==> src/rtl/gate_vector_sequencer.sv <==
// Truth-table stimulus driver and checker for a 2-input gate: steps {a,b} through
// 00,01,10,11, samples the gate output at the end of each hold window, counts mismatches.
module gate_vector_sequencer #(
  parameter int HOLD_CYCLES = 20,
  parameter int CNT_W       = 5
) (
  input  logic       clk,
  input  logic       rst,
  input  logic       start,
  input  logic [1:0] op,
  input  logic       dut_out,
  output logic       a,
  output logic       b,
  output logic       busy,
  output logic       done,
  output logic       pass,
  output logic [2:0] err_cnt,
  output logic [1:0] vec_idx
);

  typedef enum logic [1:0] {IDLE, DRIVE, FINISH} state_t;

  localparam logic [CNT_W-1:0] CNT_LAST = CNT_W'(HOLD_CYCLES - 1);

  state_t           state;
  state_t           state_next;
  logic [1:0]       op_q;
  logic [CNT_W-1:0] cnt;
  logic             sample;
  logic             last_vec;
  logic             exp_out;
  logic             miss;
  logic [2:0]       err_next;

  // The driven vector and its index are the same register pair.
  assign vec_idx  = {a, b};
  assign sample   = (state == DRIVE) && (cnt == CNT_LAST);
  assign last_vec = (vec_idx == 2'd3);

  always_comb begin
    exp_out = 1'b0;
    case (op_q)
      2'b00:   exp_out = a & b;
      2'b01:   exp_out = a | b;
      2'b10:   exp_out = a ^ b;
      default: exp_out = ~(a & b);
    endcase
  end

  assign miss     = sample && (dut_out != exp_out);
  assign err_next = (miss && (err_cnt != 3'd4)) ? err_cnt + 3'd1 : err_cnt;

  always_ff @(posedge clk) begin
    if (rst) state <= IDLE;
    else     state <= state_next;
  end

  always_comb begin
    state_next = state;
    case (state)
      IDLE:    if (start) state_next = DRIVE;
      DRIVE:   if (sample && last_vec) state_next = FINISH;
      FINISH:  state_next = IDLE;
      default: state_next = IDLE;
    endcase
  end

  always_comb begin
    busy = 1'b0;
    done = 1'b0;
    case (state)
      DRIVE:   busy = 1'b1;
      FINISH:  done = 1'b1;
      default: ;
    endcase
  end

  always_ff @(posedge clk) begin
    if (rst) begin
      op_q    <= '0;
      cnt     <= '0;
      a       <= 1'b0;
      b       <= 1'b0;
      err_cnt <= '0;
      pass    <= 1'b0;
    end else begin
      case (state)
        IDLE: begin
          if (start) begin
            op_q    <= op;
            err_cnt <= '0;
            pass    <= 1'b0;
            cnt     <= '0;
            a       <= 1'b0;
            b       <= 1'b0;
          end
        end
        DRIVE: begin
          err_cnt <= err_next;
          if (sample) begin
            cnt <= '0;
            // pass is decided from err_next so a miss on the final vector counts.
            if (last_vec) pass <= (err_next == 3'd0);
            else          {a, b} <= vec_idx + 2'd1;
          end else begin
            cnt <= cnt + 1'b1;
          end
        end
        FINISH: begin
          cnt <= '0;
          a   <= 1'b0;
          b   <= 1'b0;
        end
        default: ;
      endcase
    end
  end

endmodule

==> config.mk <==
export PLATFORM = sky130hd
export DESIGN_NAME = gate_vector_sequencer
export DESIGN_NICKNAME = d
export VERILOG_FILES = /design/src/rtl/gate_vector_sequencer.sv
export SDC_FILE = /design/constraint.sdc
export NUM_CORES = 1
export LEC_CHECK = 0
export CAP_MARGIN = 20
export CORE_MARGIN = 2
export CORE_UTILIZATION = 45
export DETAILED_ROUTE_END_ITERATION = 8
export PLACE_DENSITY = 0.79
export SYNTH_ARGS = -nofsm -noshare
export SYNTH_HDL_FRONTEND = slang
export SYNTH_SLANG_ARGS = --single-unit
==> constraint.sdc <==
create_clock -name clk -period 1.9 [get_ports clk]
set_input_delay 0.285 -clock clk [delete_from_list [all_inputs] [get_ports clk]]
set_output_delay 0.285 -clock clk [all_outputs]
set_load 0.01 [all_outputs]
==> impl_metrics.json <==
{
  "status": "finished clean",
  "finalSetupViolations": 0,
  "layout_commonest_cell": "clkdlybuf4s50_1",
  "hold_slack_ns": 0.486,
  "drive_gt1_frac": 0.246,
  "worst-path-max-fanout": 3,
  "root_buffer": "clkbuf_4",
  "ys_types": 32,
  "clk_pin_slew_ns": 0.09,
  "antenna_cells": 0,
  "reg2reg_slack_ns": 0.002,
  "rsz0062_at_grt": "yes",
  "ys.flop_type": "dfxtp_1",
  "die_height_um": 48.4,
  "start_util": 0.466,
  "ant_nets": 0,
  "rows": 16,
  "core_um2": 1900,
  "grt_pass1_vias": 888,
  "slew-limit-headroom": 0.684,
  "syn_to_final_growth_pct": 40.0,
  "arrival_ns": 2.10,
  "die_area_um2": 2340,
  "fin_crit_ns": 1.90,
  "grt_max_degree": 12,
  "cts_tree": "yes",
  "synth-edff-count": 0,
  "yosys_warnings": 0,
  "avgSynthCellArea_um2": 8.36,
  "dr.pass1.iters": 4,
  "clockBufferDepth": 2,
  "synth_nets": 117,
  "cts_made_buffers": 3,
  "final_nets": 146,
  "antenna_found_initial": 0,
  "worstMarginPinSlew_ns": 0.468,
  "place_hpwl_um": 1580,
  "worstSetupEndpointType": "flop",
  "avgRoutedWirePerCell_um": 13.5,
  "path_class": "flop to flop",
  "syn_area_um2": 886,
  "final_util": 0.652,
  "syn_inst": 106,
  "r2r-start": "a",
  "max-vdd-ir-drop_mv": 0.400,
  "vias_per_cell": 5.43,
  "h-tree-depth": 1,
  "hold_viol": 0,
  "max_cap_viol_count": 0,
  "skew_ns": 0.00110,
  "vias": 875,
  "finalMaxSlewViolations": 0,
  "clock-sinks": 15,
  "power.density_nw_per_um2": 486,
  "start_kind": "flop",
  "drt-initial-drc-count": 22,
  "worstHoldStart": "pass",
  "n_fill_cell": 156,
  "numPortBuffers": 15,
  "grt_pass1_wl_um": 3730,
  "gp_congestion": 0.870,
  "fmax_ghz": 0.527,
  "io_pins": 16,
  "ys_seq_elements": 15,
  "overflow": 0,
  "period_share": 0.999,
  "cp.required_ns": 2.11,
  "clk_latency_ns": 0.28,
  "ys_seq_area_frac": 0.339,
  "die_w_um": 48.4,
  "p_leak_nw": 0.503,
  "crit_start": "a",
  "final_cell_mix": "clkdlybuf4s50_1, dfxtp_1, nor2_1, buf_4",
  "grtUsageTotal": 0.203,
  "async_flop_share": 0,
  "totalWireLength_um": 2180,
  "hp-class": "flop to flop",
  "drc": 0
}
-- final timing paths --
check,depth (start not counted),endpoint
min,2,pass
max,7,pass
min reg2reg,2,pass
max reg2reg,7,pass
-- area by class of cell --
cell class	instances	area (um^2)	share of cell area
timing repair buffer	27	240	0.194
clock buffer	4	26.3	0.0212
multi-input combinational	78	589	0.475
sequential	15	308	0.248
inverter	10	42.5	0.0343
tap	27	33.8	0.0272
-- timing repair --
| action | in CTS | in global routing |
|---|---|---|
| setup buffers | 2 | 2 |
| pin swaps | 1 | 5 |
| endpoints found under the setup margin | 2 | 5 |
| gates resized for setup | 2 | 10 |
| gates cloned | 0 | 0 |
| hold buffers | 0 | 0 |
-- sequential cells by signal (all words and copies together), names as in the netlist --
register	flops
a	1
b	1
cnt	5
err_cnt	3
op_q	2
pass	1
state	2
-- kinds of logic after synthesis --
logic type / share of synthesized area
flops: 0.339
compound gates: 0.195
simple gates: 0.242
mux: 0.0904
fa+ha+maj: 0.0706
buf+inv: 0.0635
-- cell usage after synthesis (all sizes together), types with 3 or more instances --
cell    number  area (um^2)
inv          9         33.8
nand2        7         26.3
nand3        3         15.0
nor2        12         45.0
nor3         3         15.0
dfxtp       15          300
a21oi        8         40.0
o21ai        7         35.0
nand2b       5         31.3
a22oi        3         22.5
ha           5         62.6
mux2i        5         50.1
-- stage by stage --
step                      instances  area, um^2  setup WS [ns]  setup TNS, ns  total power [mW]
after floorplan                 106         908        -0.0102        -0.0102             0.375
after global placement          153        1130        -0.0228        -0.0228             0.408
after detailed placement        153        1130        -0.0579        -0.0579             0.410
after CTS                       159        1180        -0.0276        -0.0276             0.600
after global routing            161        1240        -0.0532        -0.0655             0.635
final                           161        1240        0.00217              0             0.602
-- report_power, final --
| part | leakage, nW | switching [mW] | total (mW) | internal (mW) |
|---|---|---|---|---|
| combinational | 0.365 | 0.0410 | 0.0858 | 0.0447 |
| sequential | 0.123 | 0.00941 | 0.327 | 0.318 |
| clock | 0.0150 | 0.108 | 0.189 | 0.0815 |
| total | 0.503 | 0.158 | 0.602 | 0.444 |
-- per-layer routing --
layer	vias to the layer above	global-route usage	wire length (um)
li1	430	-	-
met1	413	0.230	910
met2	26	0.359	1100
met3	6	0.0432	109
met4	0	0.100	65
met5	-	0	0
-- critical path: stages, from the launching register on --
cell and delay (ns):
dfxtp_4 0.38, inv_4 0.04, ha_4 0.24, mux2i_4 0.15
mux2i_2 0.25, and4_4 0.27, mux2_4 0.30, o32ai_2 0.18
Note: power is estimated with default switching activity, not from simulation.
